==> config.mk <==
export PLATFORM = sky130hd
export DESIGN_NAME = osc_sample_timer
export DESIGN_NICKNAME = d
export VERILOG_FILES = /design/src/rtl/mayak_clk_pkg.sv /design/src/rtl/us_prescaler.sv /design/src/rtl/osc_sample_timer.sv
export SDC_FILE = /design/constraint.sdc
export NUM_CORES = 1
export LEC_CHECK = 0
export CAP_MARGIN = 30
export CORE_ASPECT_RATIO = 0.9
export CORE_MARGIN = 2
export CORE_UTILIZATION = 30
export DETAILED_ROUTE_END_ITERATION = 8
export PLACE_DENSITY = 0.55
export SLEW_MARGIN = 20
export SYNTH_ARGS = -nofsm -noshare
export SYNTH_HDL_FRONTEND = slang
export SYNTH_SLANG_ARGS = --single-unit
==> constraint.sdc <==
create_clock -name CLK -period 5.2 [get_ports CLK]
set_clock_uncertainty 0.1 [all_clocks]
set_input_delay 0.78 -clock CLK [delete_from_list [all_inputs] [get_ports CLK]]
set_output_delay 0.78 -clock CLK [all_outputs]
set_load 0.005 [all_outputs]
==> src/rtl/mayak_clk_pkg.sv <==
// mayak_clk_pkg: shared FSM state type, clock default, prescale and counter-width helpers
package mayak_clk_pkg;
  typedef enum logic [1:0] {SETTLE, IDLE, RUN} state_t;
  localparam int unsigned CLK_FREQ_HZ_DEFAULT = 50_000_000;
  function automatic int unsigned prescale(input int unsigned clk_hz, input int unsigned tick_hz);
    return clk_hz / tick_hz;
  endfunction
  function automatic int unsigned cnt_w(input int unsigned n);
    return (n <= 2) ? 1 : $clog2(n);
  endfunction
endpackage

==> src/rtl/us_prescaler.sv <==
// us_prescaler: modulo-PRESCALE counter (clk, rst in; tick out, one-cycle pulse registered on each wrap)
module us_prescaler
  import mayak_clk_pkg::*;
#(
  parameter int unsigned PRESCALE = 50
) (
  input  logic clk,
  input  logic rst,
  output logic tick
);
  localparam int unsigned W = cnt_w(PRESCALE);
  logic [W-1:0] cnt;
  logic wrap;
  assign wrap = cnt == W'(PRESCALE - 1);
  always_ff @(posedge clk) begin
    if (rst) begin
      cnt  <= '0;
      tick <= 1'b0;
    end else begin
      cnt  <= wrap ? '0 : cnt + 1'b1;
      tick <= wrap;
    end
  end
endmodule

==> src/rtl/osc_sample_timer.sv <==
// osc_sample_timer: settle hold-off, 1 us tick and periodic sample req/ack with overrun count (CLK/RESET/ENABLE/PERIOD_US/SAMPLE_ACK/CLR_OVR in; READY/US_TICK/SAMPLE_REQ/OVERRUN/OVERRUN_CNT out)
module osc_sample_timer
  import mayak_clk_pkg::*;
#(
  parameter int unsigned CLK_FREQ_HZ = CLK_FREQ_HZ_DEFAULT,
  parameter int unsigned TICK_HZ     = 1_000_000,
  parameter int unsigned SETTLE_US   = 100,
  parameter int unsigned PERIOD_W    = 16
) (
  input  logic                CLK,
  input  logic                RESET,
  input  logic                ENABLE,
  input  logic [PERIOD_W-1:0] PERIOD_US,
  input  logic                SAMPLE_ACK,
  input  logic                CLR_OVR,
  output logic                READY,
  output logic                US_TICK,
  output logic                SAMPLE_REQ,
  output logic                OVERRUN,
  output logic [7:0]          OVERRUN_CNT
);
  localparam int unsigned PRESCALE = prescale(CLK_FREQ_HZ, TICK_HZ);
  if (CLK_FREQ_HZ % TICK_HZ != 0 || PRESCALE < 2) begin : g_bad_prescale
    $error("osc_sample_timer: CLK_FREQ_HZ/TICK_HZ must be an integer >= 2");
  end
  if (SETTLE_US < 1 || SETTLE_US > 65535) begin : g_bad_settle
    $error("osc_sample_timer: SETTLE_US must be in 1..65535");
  end
  state_t state, state_n;
  logic [15:0] settle_cnt, settle_n;
  logic [PERIOD_W-1:0] pcnt, pcnt_n, period_eff;
  logic tick, ev, ovf;
  us_prescaler #(.PRESCALE(PRESCALE)) u_pre (.clk(CLK), .rst(RESET), .tick(tick));
  assign period_eff = (PERIOD_US == '0) ? PERIOD_W'(1) : PERIOD_US;
  assign ovf = ev & SAMPLE_REQ & ~SAMPLE_ACK;
  always_comb begin
    state_n  = state;
    settle_n = settle_cnt;
    pcnt_n   = pcnt;
    ev       = 1'b0;
    case (state)
      SETTLE: if (tick) begin
        settle_n = settle_cnt + 16'd1;
        state_n  = (settle_cnt == 16'(SETTLE_US - 1)) ? IDLE : SETTLE;
      end
      IDLE: begin
        state_n = ENABLE ? RUN : IDLE;
        pcnt_n  = ENABLE ? period_eff : '0;
      end
      RUN: if (!ENABLE) begin
        state_n = IDLE;
        pcnt_n  = '0;
      end else if (US_TICK) begin
        ev     = pcnt == PERIOD_W'(1);
        pcnt_n = ev ? period_eff : pcnt - 1'b1;
      end
      default: state_n = SETTLE;
    endcase
  end
  always_ff @(posedge CLK) begin
    if (RESET) begin
      state       <= SETTLE;
      settle_cnt  <= '0;
      pcnt        <= '0;
      READY       <= 1'b0;
      US_TICK     <= 1'b0;
      SAMPLE_REQ  <= 1'b0;
      OVERRUN     <= 1'b0;
      OVERRUN_CNT <= '0;
    end else begin
      state       <= state_n;
      settle_cnt  <= settle_n;
      pcnt        <= pcnt_n;
      READY       <= state_n != SETTLE;
      US_TICK     <= tick & READY;
      SAMPLE_REQ  <= ev | (SAMPLE_REQ & ~SAMPLE_ACK);
      OVERRUN     <= ovf | (OVERRUN & ~CLR_OVR);
      OVERRUN_CNT <= CLR_OVR ? {7'd0, ovf} : OVERRUN_CNT + {7'd0, ovf && OVERRUN_CNT != 8'hFF};
    end
  end
endmodule

== Word-level counts from Yosys, hierarchy flattened ==
Cells that the tools add are included.
Storage, ports and cells
  register bits: 53
  output and inout port bits: 12
  logic and storage cells: 55
Operators by class
  add/subtract/negate cells: 4
  equal/unequal tests: 7
  multiplexer cells: 15
  bitwise logic cells: 9
  reductions and logical operators: 9
Operator list (count)
  16-bit 2-to-1 mux: 5
  16-bit case mux with 2 select lines: 1
  16-bit by 1-bit adder with 16-bit output (second input constant): 1
  16-bit by 1-bit == test with 1-bit output (second input constant): 1
  16-bit by 7-bit == test with 1-bit output (second input constant): 1
  16-bit logical NOT: 1
  16-bit by 1-bit subtractor with 16-bit output (second input constant): 1
  8-bit by 1-bit adder with 8-bit output: 1
  8-bit inequality test (second input constant): 1
  6-bit by 1-bit adder with 6-bit output (second input constant): 1
  6-bit == test (second input constant): 1
  2-bit 2-to-1 mux: 3
  2-bit case mux with 3 select lines: 1
  1-bit AND: 5
  1-bit 2-to-1 mux: 5
  2-bit AND reduction: 2
  2-bit nonzero test: 2
  2-bit OR reduction: 2
  3-bit inequality test (second input constant): 1
  2-bit by 1-bit == test with 1-bit output (second input constant): 1
  2-bit == test (second input constant): 1
  2-bit logical NOT: 1
  1-bit NOT: 2
  1-bit OR: 2
  1-bit logical AND: 1

== Logic depth before layout (Yosys ltp) ==
  depth in word-level cells: 9
  gate-level depth with buffers: 11
  depth with buffers taken out: 11

== Hierarchy ==
Synthesis repeated with hierarchy kept, for this count alone.
Unflattened totals
  cells, all modules: 328
  area, all modules: 2721.4 um2
Modules (own cells, without submodules)
  osc_sample_timer: times used 1, cells each 300, area each 2444.8 um2, sequential area each 920.9 um2
  us_prescaler: times used 1, cells each 28, area each 276.5 um2, sequential area each 140.1 um2

== Least setup slack after synthesis ==
No wires, ideal clock.
  kind: register to register
  start: register pcnt[1]
  end: register OVERRUN_CNT[5]
  setup time: 70 ps
  arrival time: 1946 ps
  data required time: 5030 ps
  setup slack: 3084 ps
  stages on the path, launching flop included: 11
  buffers on the path: 0
  clock period less this slack: 2116 ps
  path through: dfxtp_1 -> inv_1 -> ha_1 -> nor4b_4 -> and4_4 -> nand3_1 -> nor2_1 -> ha_1 -> nand3_1 -> or3_1 -> a21oi_1
Between the ends
  longest elaborated chain between the ends: 8
Ends and longest elaborated chain
  start, declared: RTL line osc_sample_timer.sv:31  | logic [PERIOD_W-1:0] pcnt, pcnt_n, period_eff;
  start signal, assigned: RTL line osc_sample_timer.sv:73  | pcnt <= pcnt_n;
  16-bit by 1-bit == test with 1-bit output: RTL line osc_sample_timer.sv:54  | ev = pcnt == PERIOD_W'(1);
  1-bit 2-to-1 mux: RTL line osc_sample_timer.sv:53  | end else if (US_TICK) begin
  1-bit 2-to-1 mux: RTL line osc_sample_timer.sv:50  | RUN: if (!ENABLE) begin
  1-bit 2-to-1 mux: RTL line osc_sample_timer.sv:41  | case (state)
  1-bit AND (2 in a row): RTL line osc_sample_timer.sv:35  | assign ovf = ev & SAMPLE_REQ & ~SAMPLE_ACK;
  1-bit logical AND: RTL line osc_sample_timer.sv:78  | OVERRUN_CNT <= CLR_OVR ? {7'd0, ovf} : OVERRUN_CNT + {7'd0, ovf && OVERRUN_CNT != 8'hFF};
  8-bit by 1-bit adder with 8-bit output: RTL line osc_sample_timer.sv:78
  end signal, assigned: RTL line osc_sample_timer.sv:78
  end, declared: RTL line osc_sample_timer.sv:20  | output logic [7:0] OVERRUN_CNT
No other way between the ends.
A chain may end at the register's enable or synchronous reset.

==> impl_metrics.tcl <==
set metrics [dict create \
    syn-num-nets 351 \
    vdd_drop_max_uv 103 \
    final_cells 476 \
    syn_inst 323 \
    final_area_sq_um 3260 \
    synth-edff-count 0 \
    numCtsBuffers 5 \
    yosys-top-cells-area "dfxtp_1 38%, nor2_1 5.2%, a21oi_1 4.5%" \
    timing.fmax_mhz 371 \
    dp_hpwl_mm 4.71 \
    synth_largest_area_cell "dfxtp_1" \
    cts_tree "done" \
    power_frac_clock_pct 34.1 \
    fill_cells 924 \
    die_height_um 95.0 \
    htree_levels 2 \
    fin_crit_sh_pct 51.8 \
    fin_crit_ns 2.69 \
    final_common_cell "dfxtp_1" \
    dp_cells 467 \
    p_sw_mw 0.157 \
    dr.pass1.iters 4 \
    cp-start-kind "input port" \
    power_frac_seq_pct 60.1 \
    crit_type "in -> reg" \
    dieWidth_um 105 \
    antennaDiodeCount 0 \
    grt_usage_pct 13.3 \
    tightest_slew_ns 0.877 \
    grt_pass1_wl_mm 10.7 \
    status "finished clean" \
    yosysSeqAreaShare_pct 38.4 \
    die-area_sq_um 9990 \
    cts_setup_buffers 0 \
    coreArea_sq_um 9040 \
    max_slew_margin_pct 41.0 \
    final_nets 381 \
    ff2ff_setup_slack_ns 2.63 \
    viasPerCell 5.02 \
    dpl_cell_area_sq_um 3160 \
    drtIter0Drc 104 \
    worstHoldPathType "reg -> reg" \
    hold_violations 0 \
    synth.avg_cell_area_sq_um 8.55 \
    port_buffers 32 \
    ctsHoldBuffers 0 \
    maxSlewViolCount 0 \
    ios 33 \
    place_congestion 0.906 \
    grt.overflow.total 0 \
    ys_ff_latch 53 \
    vias 2391 \
    insertion_delay_ns 0.31 \
    p_int_mw 0.524 \
    drt_wl_total_mm 6.41 \
    endpoint_kind "register" \
    netlist.area_leader.share_pct 38.4 \
    cts_resized 0 \
    critical_path_arrival_ns 2.83 \
    area_delta_synth_final_pct 18.0 \
    setup_tns_ns 0 \
    drive_above_1_share_pct 5.93 \
    clk_pin_slew_ns 0.09 \
    power.density_nw_per_um2 209 \
    ys.warnings.count 0 \
    leakage_nw 1.21 \
    critical_path.max_fanout 27 \
    antenna_found_initial 0 \
    total_power_mw 0.681 \
    final_cell_mix "53 x dfxtp_1, 38 x nor2_1, 32 x clkdlybuf4s50_1, 25 x a21oi_1, 20 x nand2_1" \
    clockBufferDepth 2 \
    root_buffer "clkbuf_8" \
    finalSetupViolCount 0 \
    drc 0 \
    fin_util_pct 36.0 \
    netlist_area_sq_um 2760 \
    grt_pass1_vias 2311 \
    synth-main-ff-cell "dfxtp_1" \
    crit_required_ns 5.34 \
    p_sw_share_pct 23.1 \
    async_flop_share_pct 0 \
    antenna_left 0 \
    rsz0062_at_grt "false" \
    initial_core_util_pct 30.5 \
    grt_max_degree 28 \
    combPwrFrac_pct 5.8 \
    yosysUniqueCellTypes 53 \
    maxCapViolCount 0 \
    clock_sinks 53 \
    rows 33 \
    avgRoutedWirePerCell_um 13.5 \
]
==> cell usage after synthesis, types with 2 or more instances <==
cell,number
inv_1,18
o22ai_1,10
nand2b_1,3
nand4_1,8
nor3_1,16
nor4b_1,2
dfxtp_1,53
nor2b_1,4
o32ai_1,2
nor4_2,3
nand2_1,20
and4_1,2
ha_1,7
o311ai_0,2
o21ai_0,5
xnor2_1,8
nand3_1,17
a32o_1,2
nor2_1,38
and3_1,7
buf_12,2
xor2_1,13
a21oi_1,25
or3_1,4
nor4_1,10
o211ai_1,2
clkbuf_1,4
buf_2,4
mux2i_1,6
o21ai_1,3
==> worst max-delay path, cell delays in order <==
cell and delay [ns]:
clkdlybuf4s50_1 0.39, buf_4 0.22, nor2b_1 0.24, o211ai_1 0.13, nor2_1 0.66, o311ai_0 0.27, nand3_1 0.13
==> metal layers <==
layer  share of wire (%)  GRT usage, %  up-vias  routed length (um)
met2                  45          21.6       53                2890
met5                   0             0        -                   0
met1                  49          17.2     1102                3120
met3                 3.7          2.32       13                 236
li1                    -             -     1223                   -
met4                 2.7          6.67        0                 170
==> power by group through the flow <==
stage          logic, mW  registers [mW]  clock network, mW
3_3_place_gp      0.0387           0.419                  0
4_1_cts           0.0391           0.409              0.244
2_1_floorplan     0.0166           0.418                  0
6_report          0.0394           0.409              0.233
5_1_grt           0.0431           0.410              0.262
3_5_place_dp      0.0391           0.419                  0
==> worst paths after layout <==
| path | start | cells after the start | end |
|---|---|---|---|
| max | RESET | 7 | pcnt[11]$_SDFFE_PP0P_ |
| min | u_pre.cnt[0]$_SDFF_PP0_ | 1 | u_pre.cnt[0]$_SDFF_PP0_ |
| max reg2reg | pcnt[1]$_SDFFE_PP0P_ | 10 | OVERRUN_CNT[7]$_SDFF_PP0_ |
| min reg2reg | u_pre.cnt[0]$_SDFF_PP0_ | 1 | u_pre.cnt[0]$_SDFF_PP0_ |
==> cell families after synthesis <==
group                    after synthesis  share of synthesized area (%)
AND/OR/NAND/NOR                      146                           30.2
XOR/XNOR                              21                           6.66
buffers and inverters                 29                           5.30
flip-flops                            53                           38.4
adder cells (fa/ha/maj)                7                           3.17
multiplexers                           7                           2.58
AO/OA/AOI/OAI                         60                           13.7
==> final cells by class <==
cell class	count	area [sq um]	area share, %
Timing Repair Buffer	34	335	10.3
Tap cell	122	153	4.69
Clock buffer	6	72.6	2.23
Multi-Input combinational cell	241	1550	47.7
Inverter	18	67.6	2.07
Sequential cell	53	1060	32.6
Clock inverter	2	15.0	0.461
==> per-stage QoR <==
| stage | worst slack (ns) | hold slack, ns |
|---|---|---|
| floorplan | 3.08 | 0.333 |
| global placement | 2.25 | 0.350 |
| detailed placement | 2.21 | 0.357 |
| CTS | 2.53 | 0.379 |
| global route | 2.38 | 0.406 |
| finish | 2.51 | 0.375 |
==> registers in the layout, indices dropped and copies added (netlist names) <==
signal and count:
settle_cnt 16, u_pre.tick 1, READY 1, u_pre.cnt 6, state 2, pcnt 16
US_TICK 1, OVERRUN 1, OVERRUN_CNT 8, SAMPLE_REQ 1
No activity file was read; power rests on OpenSTA's default activity.
